`src/rtl/rom_arbiter.sv`:
```
`default_nettype none
// ============================================================================
// Module      : rom_arbiter
// Description : Two-port round-robin arbiter in front of a synchronous ROM.
//               Port 0 is instruction fetch, port 1 is data. One access is in
//               flight at a time: grant in IDLE, address issued in ISSUE,
//               response passed through in RESP.
// Revision    : 1.0 - initial release
// ============================================================================
module rom_arbiter #(
   parameter  int AW     = 4,
   parameter  int EXTRA  = 4,
   localparam int DW_OUT = (2 ** EXTRA) * 8
) (
   input  logic              clk,
   input  logic              reset,
   input  logic              req0,
   input  logic              req1,
   input  logic [AW:0]       addr0,
   input  logic [AW:0]       addr1,
   input  logic [EXTRA-1:0]  extra0,
   input  logic [EXTRA-1:0]  extra1,
   output logic              gnt0,
   output logic              gnt1,
   output logic              valid0,
   output logic              valid1,
   output logic [DW_OUT-1:0] rdata,
   output logic              rerror,
   output logic [AW:0]       mem_addr,
   output logic [EXTRA-1:0]  mem_extra,
   input  logic [DW_OUT-1:0] mem_data,
   input  logic              mem_error
);

   typedef enum logic [1:0] {
      ST_IDLE  = 2'd0,
      ST_ISSUE = 2'd1,
      ST_RESP  = 2'd2
   } state_t;

   state_t           state_q, state_d;
   logic             owner_q, owner_d;   // 0 = port 0 owns the access, 1 = port 1
   logic             last_q,  last_d;    // port served most recently
   logic [AW:0]      mem_addr_q,  mem_addr_d;
   logic [EXTRA-1:0] mem_extra_q, mem_extra_d;

   logic             w_win0;
   logic             w_win1;

   // Arbitration: a lone requester always wins; on a tie the port that was
   // not served last wins (last_q == 1 means port 0 has priority).
   always_comb begin
      w_win0 = req0 & (~req1 | last_q);
      w_win1 = req1 & ~w_win0;
   end

   // Next-state and output decode; outputs are forced quiet while reset is high
   // so an access interrupted by reset never produces a grant or a valid pulse.
   always_comb begin
      state_d     = state_q;
      owner_d     = owner_q;
      last_d      = last_q;
      mem_addr_d  = mem_addr_q;
      mem_extra_d = mem_extra_q;
      gnt0        = 1'b0;
      gnt1        = 1'b0;
      valid0      = 1'b0;
      valid1      = 1'b0;
      rerror      = 1'b0;
      rdata       = mem_data;

      case (state_q)
         ST_IDLE: begin
            if (w_win0 | w_win1) begin
               gnt0        = w_win0;
               gnt1        = w_win1;
               owner_d     = w_win1;
               mem_addr_d  = w_win1 ? addr1  : addr0;
               mem_extra_d = w_win1 ? extra1 : extra0;
               state_d     = ST_ISSUE;
            end
         end
         ST_ISSUE: begin
            // ROM samples mem_addr/mem_extra at the end of this cycle.
            state_d = ST_RESP;
         end
         ST_RESP: begin
            valid0  = ~owner_q;
            valid1  = owner_q;
            rerror  = mem_error;
            last_d  = owner_q;
            state_d = ST_IDLE;
         end
         default: begin
            state_d = ST_IDLE;
         end
      endcase

      if (reset) begin
         gnt0   = 1'b0;
         gnt1   = 1'b0;
         valid0 = 1'b0;
         valid1 = 1'b0;
         rerror = 1'b0;
      end
   end

   // State registers with synchronous reset taking priority over any transition.
   always_ff @(posedge clk) begin
      if (reset) begin
         state_q     <= ST_IDLE;
         owner_q     <= 1'b0;
         last_q      <= 1'b1;
         mem_addr_q  <= '0;
         mem_extra_q <= '0;
      end else begin
         state_q     <= state_d;
         owner_q     <= owner_d;
         last_q      <= last_d;
         mem_addr_q  <= mem_addr_d;
         mem_extra_q <= mem_extra_d;
      end
   end

   // The ROM address/extra come straight from the registers.
   assign mem_addr  = mem_addr_q;
   assign mem_extra = mem_extra_q;

endmodule
`default_nettype wire
```
`config.mk`:
```
export PLATFORM = sky130hd
export DESIGN_NAME = rom_arbiter
export DESIGN_NICKNAME = d
export VERILOG_FILES = /design/src/rtl/rom_arbiter.sv
export SDC_FILE = /design/constraint.sdc
export NUM_CORES = 1
export LEC_CHECK = 0
export CORE_AREA = 2 2 115 117
export CTS_CLUSTER_DIAMETER = 200
export DETAILED_ROUTE_END_ITERATION = 12
export DIE_AREA = 0 0 117 119
export GPL_TIMING_DRIVEN = 0
export PLACE_DENSITY = 0.65
export REMOVE_ABC_BUFFERS = 1
export SYNTH_ARGS = -nofsm -noshare
export SYNTH_HDL_FRONTEND = slang
export SYNTH_SLANG_ARGS = --single-unit
```
`constraint.sdc`:
```
create_clock -name clk -period 1.65 [get_ports clk]
set_input_delay 0.33 -clock clk [delete_from_list [all_inputs] [get_ports clk]]
set_output_delay 0.33 -clock clk [all_outputs]
set_load 0.02 [all_outputs]
```
==> qor.csv <==
stage;metric;value;unit
timing;slew_headroom;75.1;%
clock_network;htree_num_levels;1;
synthesis;yosys_warnings;0;
floorplan;rows;42;
floorplan;initial_core_util;12.4;%
clock_network;tritoncts;yes;
clock_network;number_of_clock_sinks;13;
finish;nFillCells;1506;
floorplan;io-pin-count;293;
global_routing;grt_first_pass_wirelength;23.7;mm
critical_path;crit_path_class;in -> out;
clock_network;cts_buffers;3;
critical_path;timing.critical_path.required;1.32;ns
routing;via_count;1107;
routing;final_antenna_net_count;0;
routing;drt-initial-drc-count;103;
clock_network;cts_hold_repair.buffers;0;
synthesis;avgSynthCellArea;7.88;µm²
synthesis;yosysUniqueCellTypes;21;
finish;final-instance-count-excl-fill;288;
power_and_ir_drop;cellLeakagePower;0.446;nW
worst_hold_path;hold_path.class;reg -> reg;
finish;layout.core_utilization;9.98;%
placed_design;hpwl;20.6;mm
global_routing;track_usage;29.9;%
timing;fmax;0.635;GHz
power_and_ir_drop;worst_ir_drop_vdd;0.507;mV
floorplan;die_h;119;µm
routing;routedWlPerCell;74.3;µm
timing;rsz0062_at_grt;false;
floorplan;dieWidth;117;µm
power_and_ir_drop;power_density;888;nW/µm²
job;drv_cap;0;
clock_network;clock_transition_time_at_the_flip_flop_clock_pins_of_the_worst_setup_and_hold_paths;0.05;ns
finish;fraction_of_layout_instances_using_a_drive_strength_above_1;18.8;%
finish;area.sequential;262;µm²
critical_path;end_kind;output pin;
floorplan;core-area;12900;µm²
finish;nets;264;
finish;synthToLayoutAreaGrowth;-19.6;%
critical_path;critical_path_arrival;1.24;ns
timing;min_period;1.57;ns
critical_path;critical_path_peak_fanout;15;
synthesis;synth_cells;203;
global_routing;grt_start_max_net_pins;16;
timing;timing_hold_violations_final;0;
critical_path;crit_path_start_kind;primary input;
floorplan;design.die.area;13900;µm²
routing;drt_pass1_iterations;4;
routing;vias_per_cell;3.84;
routing;remaining_drc_errors;0;
placed_design;place.gp.congestion;1.24;
synthesis;synthesis.area;1600;µm²
global_routing;first_global_vias;1065;
finish;multiInputGateArea;377;µm²
timing;transition_time_of_the_tightest_slew_check_pin;0.374;ns
finish;diodes;0;
global_routing;antenna_found_initial;0;
timing;setup-violations-final;0;
timing;finalCritPeriodShare;95.4;%
routing;wl;21.4;mm
global_routing;global_route.overflow_total;0;
timing;post_route_clock_skew;0.00241;ns
clock_network;ctsLongestPathBuffers;2;
placed_design;buffer_ports.inserted;36;
timing;timing.final.max_slew_violations;0;
clock_network;worstSkewPairLatency;0.24;ns
run_status;status;completed;
placed_design;dp_cells;283;
synthesis;sequential_share_of_the_synthesized_area;16.3;%
synthesis;synth.ff_latch_count;13;
clock_network;root_buffer;clkbuf_16;
==> layout make-up <==
cell class                 count  share of cell area, %
clock buffer                   4                   6.13
inverter                       1                  0.292
multi-input combinational     57                   29.3
sequential                    13                   20.4
tap                          176                   17.1
timing repair buffer          37                   26.8
==> final timing paths <==
check | start | end | slack [ns] | cells after the start
setup reg to reg | state_q[0]$_SDFFE_PP0P_ | mem_extra[1]$_SDFFE_PP0P_ | 0.43 | 3
hold / removal | mem_addr[1]$_SDFFE_PP0P_ | mem_addr[1]$_SDFFE_PP0P_ | 0.46 | 2
setup / recovery | reset | gnt0 | 0.08 | 4
hold reg to reg | mem_addr[1]$_SDFFE_PP0P_ | mem_addr[1]$_SDFFE_PP0P_ | 0.46 | 2
==> power breakdown <==
part           internal (mW)  switching, mW  leakage, nW
sequential             0.353         0.0265        0.108
clock                  0.327          0.142       0.0382
combinational          0.148          0.145        0.299
total                  0.827          0.314        0.446
==> routing by layer <==
metal	vias to the layer above	track usage, %	wire length (µm)
li1	334	-	-
met1	422	6.02	1500
met2	293	53.8	10900
met3	54	46.9	7090
met4	4	18.1	1790
met5	-	5.10	85
==> logic make-up after synthesis <==
logic type      Yosys count  synth area share (%)
buf+inv                 133                  61.9
flops                    13                  16.3
mux                       1                 0.626
simple gates             41                  12.8
compound gates           15                  8.37
==> registers in the layout (all words and copies together) (netlist names) <==
name	cells
mem_extra	4
mem_addr	5
owner_q	1
last_q	1
state_q	2
==> layout by cell type (no fill, tap or decap), drive strengths merged, types with 2 or more instances in the layout <==
master / netlist / final
clkdlybuf4s50: 0 / 28
a311oi: 2 / 2
buf: 131 / 5
nor3: 2 / 2
dlygate4sd2: 0 / 2
a21bo: 2 / 2
a21oi: 3 / 3
dfxtp: 13 / 13
clkbuf: 1 / 5
and2: 4 / 4
a32oi: 7 / 7
nand2b: 10 / 10
nand2: 20 / 20
nor2: 2 / 2
==> stage by stage <==
| step | setup slack [ns] | power [mW] | TNS (ns) | area [µm²] | hold slack [ns] |
|---|---|---|---|---|---|
| 6_report | 0.0752 | 1.14 | 0 | 1280 | 0.462 |
| 3_5_place_dp | -1.18 | 0.671 | -8.32 | 1190 | 0.453 |
| 4_1_cts | 0.00343 | 1.15 | 0 | 1290 | 0.465 |
| 3_3_place_gp | -1.16 | 0.663 | -7.82 | 1190 | 0.451 |
| 2_1_floorplan | 0.226 | 0.507 | 0 | 613 | 0.398 |
| 5_1_grt | 0.00572 | 1.19 | 0 | 1280 | 0.492 |
==> critical path: stages <==
cell	delay [ns]
clkdlybuf4s15_2	0.34
nor3_4	0.20
and3_1	0.17
buf_2	0.19
==> cells in the mapped netlist (all sizes together) <==
master	n	share of area (%)
nand2	20	4.7
and3	1	0.39
a21oi	3	0.94
dfxtp	13	16
inv	1	0.23
nor2	2	0.47
buf	131	61
a311oi	2	1.9
a32oi	7	3.8
nand2b	10	3.9
a21bo	2	1.3
a21boi	1	0.47
or2	1	0.55
mux2i	1	0.63
nor3b	1	0.47
clkbuf	1	0.23
nor3	2	0.63
and2	4	1.7
==> timing repair <==
action	4_1_cts	5_1_grt
cloned	0	0
hold endpoints to repair	0	0
buffers inserted	1	0
resized for setup	26	9
pin swaps	1	0
setup endpoints to repair	15	4
Note: power is estimated with default switching activity, not from simulation.
